$ cat src/rtl/rcv_sequencer_if.sv
`default_nettype none
// ============================================================================
// Module : rcv_sequencer_if
// Desc   : Serial line, host read strobe and receive-control status bundle.
// Rev    : 1.0
// ============================================================================
interface rcv_sequencer_if;
    logic serial_in;
    logic data_read;
    logic shift_enable;
    logic load_buffer;
    logic data_ready;
    logic framing_error;
    logic overrun_error;
    logic busy;

    modport master (
        output serial_in,
        output data_read,
        input  shift_enable,
        input  load_buffer,
        input  data_ready,
        input  framing_error,
        input  overrun_error,
        input  busy
    );

    modport slave (
        input  serial_in,
        input  data_read,
        output shift_enable,
        output load_buffer,
        output data_ready,
        output framing_error,
        output overrun_error,
        output busy
    );
endinterface
`default_nettype wire

$ cat src/rtl/rcv_sequencer.sv
`default_nettype none
// ============================================================================
// Module : rcv_sequencer
// Desc   : Serial receive control: line sync, start qualify, mid-bit shift
//          strobes, stop check and host status flags.
// Rev    : 1.0
// ============================================================================
module rcv_sequencer #(
    parameter int CLKS_PER_BIT  = 10,
    parameter int NUM_DATA_BITS = 8
) (
    input  logic           clk,
    input  logic           n_rst,
    rcv_sequencer_if.slave bus
);
    localparam int CNT_W = $clog2(CLKS_PER_BIT);
    localparam int BIT_W = $clog2(NUM_DATA_BITS + 1);

    localparam logic [CNT_W-1:0] HALF_LAST = CNT_W'(CLKS_PER_BIT / 2 - 1);
    localparam logic [CNT_W-1:0] PERIOD_LAST = CNT_W'(CLKS_PER_BIT - 1);
    localparam logic [CNT_W-1:0] PERIOD_PRE = CNT_W'(CLKS_PER_BIT - 2);
    localparam logic [BIT_W-1:0] DATA_LAST = BIT_W'(NUM_DATA_BITS - 1);

    typedef enum logic [2:0] {
        IDLE  = 3'd0,
        START = 3'd1,
        DATA  = 3'd2,
        STOP  = 3'd3,
        LOAD  = 3'd4
    } state_t;

    state_t             state;
    logic [CNT_W-1:0]   cnt;
    logic [BIT_W-1:0]   bit_cnt;
    logic               sync_meta;
    logic               rx;
    logic               rx_prev;
    logic               shift_q;
    logic               load_q;
    logic               ready_q;
    logic               frame_err_q;
    logic               overrun_q;
    logic               busy_q;
    logic               start_edge;

    assign start_edge = rx_prev & ~rx;

    always_ff @(posedge clk or negedge n_rst) begin
        if (!n_rst) begin
            state       <= IDLE;
            cnt         <= '0;
            bit_cnt     <= '0;
            sync_meta   <= 1'b1;
            rx          <= 1'b1;
            rx_prev     <= 1'b1;
            shift_q     <= 1'b0;
            load_q      <= 1'b0;
            ready_q     <= 1'b0;
            frame_err_q <= 1'b0;
            overrun_q   <= 1'b0;
            busy_q      <= 1'b0;
        end else begin
            sync_meta <= bus.serial_in;
            rx        <= sync_meta;
            rx_prev   <= rx;
            shift_q   <= 1'b0;
            load_q    <= 1'b0;

            // A read during LOAD consumes the old byte; the new one stays pending.
            if (bus.data_read && (state != LOAD)) begin
                ready_q   <= 1'b0;
                overrun_q <= 1'b0;
            end

            case (state)
                IDLE: begin
                    if (start_edge) begin
                        state       <= START;
                        cnt         <= '0;
                        frame_err_q <= 1'b0;
                        busy_q      <= 1'b1;
                    end
                end

                START: begin
                    if (cnt == HALF_LAST) begin
                        cnt <= '0;
                        if (!rx) begin
                            state   <= DATA;
                            bit_cnt <= '0;
                        end else begin
                            state  <= IDLE;
                            busy_q <= 1'b0;
                        end
                    end else begin
                        cnt <= cnt + CNT_W'(1);
                    end
                end

                DATA: begin
                    // Registered strobe: raise one cycle early so it lands on the last count.
                    if (cnt == PERIOD_PRE) begin
                        shift_q <= 1'b1;
                    end
                    if (cnt == PERIOD_LAST) begin
                        cnt     <= '0;
                        bit_cnt <= bit_cnt + BIT_W'(1);
                        if (bit_cnt == DATA_LAST) begin
                            state <= STOP;
                        end
                    end else begin
                        cnt <= cnt + CNT_W'(1);
                    end
                end

                STOP: begin
                    if (cnt == PERIOD_LAST) begin
                        cnt <= '0;
                        if (rx) begin
                            state  <= LOAD;
                            load_q <= 1'b1;
                        end else begin
                            state       <= IDLE;
                            frame_err_q <= 1'b1;
                            busy_q      <= 1'b0;
                        end
                    end else begin
                        cnt <= cnt + CNT_W'(1);
                    end
                end

                LOAD: begin
                    state   <= IDLE;
                    cnt     <= '0;
                    busy_q  <= 1'b0;
                    ready_q <= 1'b1;
                    if (ready_q && !bus.data_read) begin
                        overrun_q <= 1'b1;
                    end
                end

                default: begin
                    state  <= IDLE;
                    cnt    <= '0;
                    busy_q <= 1'b0;
                end
            endcase
        end
    end

    assign bus.shift_enable  = shift_q;
    assign bus.load_buffer   = load_q;
    assign bus.data_ready    = ready_q;
    assign bus.framing_error = frame_err_q;
    assign bus.overrun_error = overrun_q;
    assign bus.busy          = busy_q;

endmodule
`default_nettype wire

$ cat src/flat_wrapper.sv
// flat-port wrapper written by rule: the top's interface ports become plain ports
module rcv_sequencer_flat 
#(
    parameter int CLKS_PER_BIT  = 10,
    parameter int NUM_DATA_BITS = 8
)
  (clk, n_rst, bus_serial_in, bus_data_read, bus_shift_enable, bus_load_buffer, bus_data_ready, bus_framing_error, bus_overrun_error, bus_busy);
  rcv_sequencer_if bus_i ();
  input  logic clk;
  input  logic n_rst;
  input wire logic [$bits(bus_i.serial_in)-1:0] bus_serial_in;
  input wire logic [$bits(bus_i.data_read)-1:0] bus_data_read;
  output wire logic [$bits(bus_i.shift_enable)-1:0] bus_shift_enable;
  output wire logic [$bits(bus_i.load_buffer)-1:0] bus_load_buffer;
  output wire logic [$bits(bus_i.data_ready)-1:0] bus_data_ready;
  output wire logic [$bits(bus_i.framing_error)-1:0] bus_framing_error;
  output wire logic [$bits(bus_i.overrun_error)-1:0] bus_overrun_error;
  output wire logic [$bits(bus_i.busy)-1:0] bus_busy;
  assign bus_i.serial_in = bus_serial_in;
  assign bus_i.data_read = bus_data_read;
  assign bus_shift_enable = bus_i.shift_enable;
  assign bus_load_buffer = bus_i.load_buffer;
  assign bus_data_ready = bus_i.data_ready;
  assign bus_framing_error = bus_i.framing_error;
  assign bus_overrun_error = bus_i.overrun_error;
  assign bus_busy = bus_i.busy;
  rcv_sequencer #(.CLKS_PER_BIT(CLKS_PER_BIT), .NUM_DATA_BITS(NUM_DATA_BITS)) u_core (.clk(clk), .n_rst(n_rst), .bus(bus_i));
endmodule
$ cat config.mk
export PLATFORM = sky130hd
export DESIGN_NAME = rcv_sequencer_flat
export DESIGN_NICKNAME = d
export VERILOG_FILES = /design/src/rtl/rcv_sequencer_if.sv /design/src/rtl/rcv_sequencer.sv /design/src/flat_wrapper.sv
export SDC_FILE = /design/constraint.sdc
export NUM_CORES = 1
export LEC_CHECK = 0
export ABC_AREA = 1
export CAP_MARGIN = 20
export CORE_MARGIN = 2
export CORE_UTILIZATION = 45
export DETAILED_ROUTE_END_ITERATION = 16
export HOLD_SLACK_MARGIN = 0.06
export PLACE_DENSITY = 0.74
export SYNTH_ARGS = -nofsm -noshare
export SYNTH_HDL_FRONTEND = slang
export SYNTH_SLANG_ARGS = --single-unit
$ cat constraint.sdc
create_clock -name clk -period 1.7 [get_ports clk]
set_clock_uncertainty 0.1 [all_clocks]
set_input_delay 0.255 -clock clk [delete_from_list [all_inputs] [get_ports clk]]
set_output_delay 0.255 -clock clk [all_outputs]
set_load 0.02 [all_outputs]
==> results_dict.tcl, run 1 <==
set metrics [dict create \
    status "completed" \
    wl_met1_um 947 \
    synth.avg_cell_area_um2 8.299 \
    root_buffer "clkbuf_4" \
    crit_chain "clkdlybuf4s50_1" \
    cts_hold_buffers 0 \
    dieWidth_um 52.59 \
    cts_tree "built" \
    setup.worst_path.class "register to output pin" \
    vias_per_cell 5.306 \
    htree_levels 1 \
    synth.distinct_cells 22 \
    internal_power_mw 1.003 \
    hold_path.class "input port to async pin" \
    cp_top_family "buffers and inverters" \
    nets 151 \
    wl_per_cell_um 11.99 \
    synth_area_um2 1062 \
    ir_drop_v 0.0008876 \
    r2r_start "u_core.cnt[1]$_DFFE_PN0N_" \
    numCtsBuffers 3 \
    gr-total-overflow 0 \
    syn2layout_area_growth_pct 16.96 \
    die_area_um2 2765 \
    routed_wl_mm 2.039 \
    cp-end-kind "output pin" \
    ys_warn_count 0 \
    p_switching_mw 0.7726 \
    worst-path-buf-inv 1 \
    p_sw_share_pct 43.52 \
    pwr-share-clk_pct 15.2 \
    drt_iter0_markers 26 \
    crit_path_start "u_core.bus.busy$_DFFE_PN0P_" \
    cp.depth 1 \
    preCtsSetupSlack_ns 0.09200 \
    place_congestion 0.9019 \
    via_count 902 \
    initial_utilization_pct 48.02 \
    io_buffers 9 \
    synth_area_leader_cell "dfrtp_1" \
    yosys-top-cells-count "nand2_1 (32), dfrtp_1 (17), inv_1 (15), nand3_1 (15), nor2_1 (13)" \
    seq_power_share_pct 39.4 \
    drc 0 \
    row_count 17 \
    critPathMaxStageDelay_ns 0.61 \
    start_kind "register" \
    worstMarginPinSlew_ns 0.3167 \
    diodes 0 \
    reg2reg_to "u_core.state[1]$_DFFE_PN0P_" \
    async_flop_share_pct 100.0 \
    dr.pass1.iters 4 \
    fin_hold_ws_ns 0.1834 \
    ys_top_cells_by_area "dfrtp_1 (40%), nand2_1 (11%), dfstp_2 (7.4%)" \
    synth.most_common_cell "nand2_1" \
    core_um2 2212 \
    hpwl_mm 1.551 \
    grt_first_pass_wirelength_mm 3.712 \
    crit_end "bus_busy" \
    final_hold_viol_count 0 \
    relSlewSlack_pct 78.89 \
    period_share_pct 95.53 \
    path_clk_slew_ns 0.11 \
    numClockSinks 20 \
    final.min_clock_period_ns 1.624 \
    yosysTopAreaCellShare_pct 40.05 \
    cpMaxStageDelayCell "clkdlybuf4s50_1" \
    fp.dieH_um 52.59 \
    arrival_ns 1.27 \
    r2r_slack_ns 0.14 \
    top_layer_used "met4" \
    setup_viol 0 \
    fin_ws_ns 0.07606 \
    seq_area_frac_synth_pct 47.47 \
    ys_ff_latch 20 \
    grt_max_degree 21 \
    clk_latency_ns 0.29 \
    synthesis.nets 136 \
    clockBufferDepth 2 \
    wl_met3_um 82 \
    max_freq_mhz 615.8 \
    maxCapViolCount 0 \
    postSynthCellCount 128 \
    power.density_nw_per_um2 1429 \
    io_pins 10 \
    comb_power_share_pct 45.4 \
    largest_registers "u_core.bit_cnt x4, u_core.cnt x4, u_core.state x3" \
    slew_viol_final 0 \
    grtUsageTotal_pct 18.34 \
    wl_met2_um 982 \
    cp_max_fo 2 \
    ant_nets 0 \
    antenna_found_initial 0 \
    grt_pass1_vias 887 \
    p_total_mw 1.775 \
    drive_gt1_share_pct 14.08 \
    ys.flop_type "dfrtp_1" \
    synth_edf_count 0 \
    rr_worst_depth 9 \
    leakage_nw 0.6372 \
    required_ns 1.34 \
]
## metal layers
metal  global-route usage (%)  vias to the layer above
li1                         -                      447
met3                    2.857                        4
met4                    7.265                        0
met1                    23.66                      421
met2                    30.63                       30
met5                        0                        -
## cells in the final DEF (no fill, tap or decap), types with 2 or more instances in the layout
cell type / synthesis / routed
clkbuf_4: 0 / 3
dfstp_2: 3 / 3
nand3_1: 15 / 15
xor2_1: 2 / 2
clkdlybuf4s50_1: 0 / 9
inv_2: 2 / 3
inv_1: 15 / 14
ha_1: 4 / 4
nor2_1: 13 / 13
a21oi_1: 2 / 2
nand3_2: 3 / 2
nor4_1: 2 / 2
nand4_1: 3 / 3
nand2_1: 32 / 32
o21ai_0: 5 / 4
nor2_4: 3 / 3
dfrtp_1: 17 / 17
## final cells by class
| class | count | area (um2) |
|---|---|---|
| clock buffers | 4 | 36.28 |
| fillers | 207 | 969.7 |
| inverters | 17 | 63.81 |
| multi-input cells | 91 | 505.5 |
| flip-flops and latches | 20 | 504.2 |
| well taps | 28 | 35.03 |
| repair buffers | 10 | 97.59 |
## worst min path at each step
stage / start / to / slack [ns] / depth (start not counted)
after floorplan: n_rst / u_core.bit_cnt[0]$_DFFE_PN0P_ / -0.14 / 0
after global placement: u_core.sync_meta$_DFF_PN1_ / u_core.rx$_DFF_PN1_ / 0.25 / 0
after detailed placement: u_core.sync_meta$_DFF_PN1_ / u_core.rx$_DFF_PN1_ / 0.25 / 0
after CTS: n_rst / u_core.cnt[2]$_DFFE_PN0N_ / 0.19 / 2
after global routing: n_rst / u_core.cnt[2]$_DFFE_PN0N_ / 0.20 / 2
final: n_rst / u_core.cnt[2]$_DFFE_PN0N_ / 0.18 / 2
## per-stage QoR
| step | utilization [%] | std cells | TNS, ns | area [um2] |
|---|---|---|---|---|
| final | 56.17 | 170 | 0 | 1242 |
| after global placement | 54.02 | 166 | 0 | 1195 |
| after floorplan | - | 128 | 0 | 1062 |
| after detailed placement | 54.02 | 166 | 0 | 1195 |
| after CTS | 55.66 | 170 | 0 | 1231 |
| after global routing | 56.17 | 170 | -0.005292 | 1242 |
## cells by family (layout without fill, tap and decap cells)
logic type | after synthesis | count (layout) | synth area share [%]
multiplexers | 1 | 1 | 0.9423
AND/OR/NAND/NOR | 75 | 75 | 34.75
XOR/XNOR | 2 | 2 | 1.649
adder cells (fa/ha/maj) | 4 | 4 | 4.712
buffers and inverters | 17 | 31 | 6.007
AO/OA/AOI/OAI | 9 | 9 | 4.475
flip-flops | 20 | 20 | 47.47
## power by group through the flow
stage / Clock, mW / Combinational, mW / Sequential, mW
5_1_grt: 0.303 / 0.919 / 0.716
6_report: 0.271 / 0.806 / 0.699
2_1_floorplan: 0 / 0.586 / 0.699
3_3_place_gp: 0 / 0.750 / 0.698
4_1_cts: 0.279 / 0.781 / 0.695
3_5_place_dp: 0 / 0.778 / 0.703
## worst register-to-register path, cell delays in order (launching register included)
cell and delay, ns:
dfrtp_1 0.42, inv_1 0.08, ha_1 0.19, nand3_4 0.14, nand2_1 0.13, nand2_1 0.06, nor2_1 0.16, nand2_1 0.07
nand2_1 0.06, nand2_1 0.04
## what timing repair did
action / CTS / global route
buffers inserted: 0 / 0
endpoints found under the setup margin: 0 / 7
gates resized for setup: 0 / 4
Note: power is estimated with default switching activity, not from simulation.
==> run 2: changes to the inputs <==
--- a/config.mk
+++ b/config.mk
@@ -10,6 +10,7 @@
 export CORE_MARGIN = 2
 export CORE_UTILIZATION = 45
 export DETAILED_ROUTE_END_ITERATION = 16
+export GPL_TIMING_DRIVEN = 0
 export HOLD_SLACK_MARGIN = 0.06
 export PLACE_DENSITY = 0.74
 export SYNTH_ARGS = -nofsm -noshare
==> run 2 against run 1 <==
Effect of this change:
- final area down 0.50%
- via count shrank 3.2%
- final cell count is 0.59% lower
- global-route usage fell by 0.24 points
- register-to-register slack better by 0.03 ns
- largest cell class is now registers
- combinational power is 0.9% lower
- clock power is 4% higher
- power increased by 0.19%
- wire length is 3.6% lower
- largest power group unchanged
- highest routed layer unchanged
- flip-flop and latch count stayed put
- die area did not move
==> results_dict.tcl, run 2 (same netlist as run 1, synthesis figures left out) <==
set metrics [dict create \
    status "completed" \
    antenna_found_initial 0 \
    placed_cells 165 \
    maxCapViolCount 0 \
    place_congestion 0.9050 \
    syn2layout_area_growth_pct 16.37 \
    multi_input_area_um2 505.5 \
    numCtsBuffers 3 \
    holdPathEnd "u_core.sync_meta$_DFF_PN1_" \
    cp_max_fo 2 \
    worstMarginPinSlew_ns 0.8587 \
    crit_chain "clkdlybuf4s50_1" \
    final_hold_viol_count 0 \
    dr.pass1.iters 4 \
    max_freq_mhz 603.7 \
    nets 150 \
    start_kind "register" \
    p_total_mw 1.779 \
    drt_iter0_markers 11 \
    period_share_pct 97.45 \
    seqCellArea_um2 505.5 \
    vias_per_cell 5.166 \
    io_pins 10 \
    fin_hold_ws_ns 0.2444 \
    nFillCells 203 \
    hold_start "bus_serial_in" \
    preCtsSetupSlack_ns 0.08072 \
    hold_path.class "input port to register" \
    initial_utilization_pct 48.02 \
    dieWidth_um 52.59 \
    arrival_ns 1.30 \
    setup_viol 0 \
    ir_drop_v 0.0008440 \
    grtUsageTotal_pct 18.09 \
    critPathMaxStageDelay_ns 0.62 \
    stdcell_count 169 \
    required_ns 1.34 \
    root_buffer "clkbuf_4" \
    path_clk_slew_ns 0.11 \
    gr-total-overflow 0 \
    largest_registers "u_core.bit_cnt x4, u_core.cnt x4, u_core.state x3" \
    clockBufferDepth 2 \
    ant_nets 0 \
    grt_max_degree 21 \
    relSlewSlack_pct 42.57 \
    core_um2 2212 \
    drc 0 \
    utilization_pct 55.88 \
    min_path_cells 1 \
    row_count 17 \
    cp_top_family "buffers and inverters" \
    hpwl_mm 1.442 \
    rsz0062_at_grt "no" \
    postCtsSetupBuffers 0 \
    cpMaxStageDelayCell "clkdlybuf4s50_1" \
    fp.dieH_um 52.59 \
    design_area_um2 1236 \
    mostFrequentLayoutCell "nand2_1" \
    routed_wl_mm 1.965 \
    leakage_nw 0.6312 \
    grt_first_pass_wirelength_mm 3.670 \
    htree_levels 1 \
    final.min_clock_period_ns 1.657 \
    diodes 0 \
    place_area_um2 1187 \
    wl_per_cell_um 11.63 \
    slew_viol_final 0 \
    grt_pass1_vias 839 \
    cp-end-kind "output pin" \
    cts_resized 0 \
    worst-path-buf-inv 1 \
    die_area_um2 2765 \
    r2r_slack_ns 0.17 \
    rr_worst_depth 9 \
    reg2reg_to "u_core.state[1]$_DFFE_PN0P_" \
    drive_gt1_share_pct 14.18 \
    power.density_nw_per_um2 1439 \
    final_cell_mix "nand2_1 (32), dfrtp_1 (16), nand3_1 (15)" \
    clk_latency_ns 0.31 \
    tns_ns 0 \
    cts_tree "built" \
    via_count 873 \
    io_buffers 9 \
    numClockSinks 20 \
    setup.worst_path.class "register to output pin" \
    fin_ws_ns 0.04342 \
    r2r_start "u_core.cnt[1]$_DFFE_PN0N_" \
    cts_hold_buffers 0 \
]
-- run 2: changes by cell type in the layout (fill, tap and decap cells not counted), sizes merged --
cell and delta:
buf -1
-- run 2: where the power goes --
part | switching [mW] | internal [mW] | leakage [nW]
combinational | 0.511 | 0.288 | 0.355
clock | 0.150 | 0.131 | 0.0210
sequential | 0.114 | 0.585 | 0.255
total | 0.775 | 1.00 | 0.631
-- run 2: area by class of cell --
class / instances / share of cell area, %
sequential: 20 / 40.89
multi-input combinational: 91 / 40.89
timing repair buffer: 9 / 7.287
inverter: 17 / 5.162
clock buffer: 4 / 2.935
tap: 28 / 2.834
-- run 2: layer usage --
metal	up-vias	global-route usage (%)	share of wire [%]
met5	-	0	0
met4	0	10.26	2.4
met3	5	2.571	3.6
met2	13	28.13	46
met1	414	24.03	47
li1	441	-	-
-- run 2: worst max-delay path by stage --
stage | depth (start not counted) | slack (ns) | from | endpoint
3_5_place_dp | 7 | 0.08 | u_core.cnt[0]$_DFFE_PN0N_ | u_core.bit_cnt[0]$_DFFE_PN0P_
3_3_place_gp | 9 | 0.15 | u_core.cnt[1]$_DFFE_PN0N_ | u_core.bit_cnt[0]$_DFFE_PN0P_
2_1_floorplan | 9 | 0.27 | u_core.cnt[1]$_DFFE_PN0N_ | u_core.state[1]$_DFFE_PN0P_
4_1_cts | 1 | 0.03 | u_core.bus.framing_error$_DFFE_PN0P_ | bus_framing_error
5_1_grt | 1 | 0.002 | u_core.bus.overrun_error$_DFF_PN0_ | bus_overrun_error
6_report | 1 | 0.04 | u_core.bus.overrun_error$_DFF_PN0_ | bus_overrun_error
==> run 3: changes to the inputs <==
--- a/config.mk
+++ b/config.mk
@@ -12,7 +12,7 @@
 export DETAILED_ROUTE_END_ITERATION = 16
 export GPL_TIMING_DRIVEN = 0
 export HOLD_SLACK_MARGIN = 0.06
-export PLACE_DENSITY = 0.74
+export PLACE_DENSITY = 0.77
 export SYNTH_ARGS = -nofsm -noshare
 export SYNTH_HDL_FRONTEND = slang
 export SYNTH_SLANG_ARGS = --single-unit
==> constraint.sdc (replaced) <==
create_clock -name clk -period 1.4 [get_ports clk]
set_clock_uncertainty 0.1 [all_clocks]
set_input_delay 0.21 -clock clk [delete_from_list [all_inputs] [get_ports clk]]
set_output_delay 0.21 -clock clk [all_outputs]
set_load 0.02 [all_outputs]
==> run 3 against run 2 <==
Effect of this change:
- the flow now finishes with violations (negative setup slack)
- critical path depth increased by 8
- final area increased by 14%
- core utilization increased by 7.6 points
- die area unchanged
- worst setup slack got worse by 0.13 ns
- first-iteration DRC count increased to 4.7 times the previous value
==> results_dict.tcl, run 3 (same netlist as run 1, synthesis figures left out) <==
set metrics [dict create \
    die_area_um2 2765 \
    clk_latency_ns 0.32 \
    worstMarginPinSlew_ns 0.8327 \
    io_pins 10 \
    internal_power_mw 1.423 \
    comb_power_share_pct 53.0 \
    antenna_found_initial 0 \
    clockBufferDepth 2 \
    period_share_pct 106.4 \
    root_buffer "clkbuf_4" \
    seq_power_share_pct 33.7 \
    cp-end-kind "register" \
    tns_ns -0.4047 \
    fp.dieH_um 52.59 \
    use_met3_pct 3.429 \
    grt_max_degree 21 \
    numCtsBuffers 3 \
    p_switching_mw 1.216 \
    numClockSinks 20 \
    rsz0062_at_grt "yes" \
    dieWidth_um 52.59 \
    place_congestion 0.8456 \
    p_total_mw 2.640 \
    required_ns 1.52 \
    slew_viol_final 0 \
    failed_checks "negative setup slack" \
    gr-total-overflow 0 \
    stdcell_count 175 \
    fin_ws_ns -0.08920 \
    preCtsSetupSlack_ns -0.1560 \
    p_sw_share_pct 46.07 \
    grt_pass1_vias 930 \
    relSlewSlack_pct 44.31 \
    row_count 17 \
    hold_path.class "input port to register" \
    drc 0 \
    vias_per_cell 5.691 \
    nets 156 \
    status "finished, violations left" \
    arrival_ns 1.61 \
    hpwl_mm 1.471 \
    cts_hold_buffers 0 \
    final.min_clock_period_ns 1.489 \
    via_count 996 \
    core_um2 2212 \
    final_hold_viol_count 0 \
    use_met1_pct 24.36 \
    placed_cells 165 \
    path_clk_slew_ns 0.12 \
    io_buffers 9 \
    setup_viol 8 \
    cp_max_fo 5 \
    start_kind "register" \
    dr.pass1.iters 6 \
    power.density_nw_per_um2 1880 \
    diodes 0 \
    mostFrequentLayoutCell "nand2_1" \
    final_cell_mix "nand2_1 (26), nand3_1 (14), dfrtp_1 (14)" \
    leakage_nw 0.6942 \
    initial_utilization_pct 48.02 \
    grt_first_pass_wirelength_mm 3.864 \
    grtUsageTotal_pct 19.13 \
    drive_gt1_share_pct 33.33 \
    drt_iter0_markers 52 \
    syn2layout_area_growth_pct 32.16 \
    grt_util_met2_pct 30.63 \
    setup.worst_path.class "register to register" \
    top_usage_layer "met2" \
    utilization_pct 63.46 \
    cts_tree "built" \
    ant_nets 0 \
    largest_registers "u_core.bit_cnt x4, u_core.cnt x4, u_core.state x3" \
    ir_drop_v 0.001133 \
    routed_wl_mm 2.464 \
    max_freq_mhz 671.5 \
    maxCapViolCount 0 \
    wl_per_cell_um 14.08 \
    pwr-share-clk_pct 13.3 \
    htree_levels 1 \
]
-- run 3: cell types whose count changed in the layout (fill, tap and decap cells not counted), moves of 5 or more --
cell,change
buf_4,+6
clkdlybuf4s50_1,-6
dlygate4sd2_1,+6
nand2_1,-6
nand2_2,+5
nor2_1,-6
-- run 3: layout make-up --
cell class | instances | area (um2)
well taps | 28 | 35.03
inverters | 17 | 66.31
multi-input cells | 91 | 630.6
clock buffers | 4 | 36.28
repair buffers | 15 | 127.6
flip-flops and latches | 20 | 508.0
fillers | 173 | 808.3
-- run 3: per-stage QoR --
| step | instance area (um2) | hold slack (ns) |
|---|---|---|
| 6_report | 1404 | 0.1937 |
| 5_1_grt | 1404 | 0.1827 |
| 4_1_cts | 1294 | 0.1928 |
| 3_5_place_dp | 1191 | 0.2504 |
| 3_3_place_gp | 1191 | 0.2475 |
| 2_1_floorplan | 1066 | -0.1856 |
-- run 3: layer usage --
layer,part of all wire [%],vias up
met2,47,52
li1,-,459
met5,0,-
met1,44,476
met3,6.7,9
met4,2.3,0
-- run 3: critical path, cell delays in order, from the launching register on --
cell     delay, ns
dfrtp_2       0.48
inv_2         0.09
ha_4          0.16
nand2_2       0.08
nor2_4        0.14
nor2_4        0.06
nor2_4        0.12
nand2_1       0.06
nand2_1       0.07
nand2_1       0.05
-- run 3: worst paths after layout --
| path | end | depth (start not counted) | slack, ns | startpoint |
|---|---|---|---|---|
| setup / recovery | u_core.state[1]$_DFFE_PN0P_ | 9 | -0.09 | u_core.cnt[0]$_DFFE_PN0N_ |
| hold / removal | u_core.sync_meta$_DFF_PN1_ | 1 | 0.19 | bus_serial_in |
| setup reg to reg | u_core.state[1]$_DFFE_PN0P_ | 9 | -0.09 | u_core.cnt[0]$_DFFE_PN0N_ |
| hold reg to reg | u_core.rx$_DFF_PN1_ | 0 | 0.27 | u_core.sync_meta$_DFF_PN1_ |
| max in group asynchronous | u_core.cnt[0]$_DFFE_PN0N_ | 1 | 0.37 | n_rst |
| min in group asynchronous | u_core.state[1]$_DFFE_PN0P_ | 1 | 0.26 | n_rst |
-- run 3: power by group through the flow --
stage / Sequential [mW] / Combinational, mW / Clock, mW
global route: 0.904 / 1.54 / 0.379
CTS: 0.845 / 1.10 / 0.347
global placement: 0.844 / 0.914 / 0
floorplan: 0.848 / 0.721 / 0
detailed placement: 0.850 / 0.967 / 0
finish: 0.890 / 1.40 / 0.351
-- run 3: repair_timing --
action / in CTS / in global routing
buffers inserted: 3 / 3
pin swaps: 6 / 8
gates resized for setup: 21 / 23
setup endpoints to repair: 16 / 14
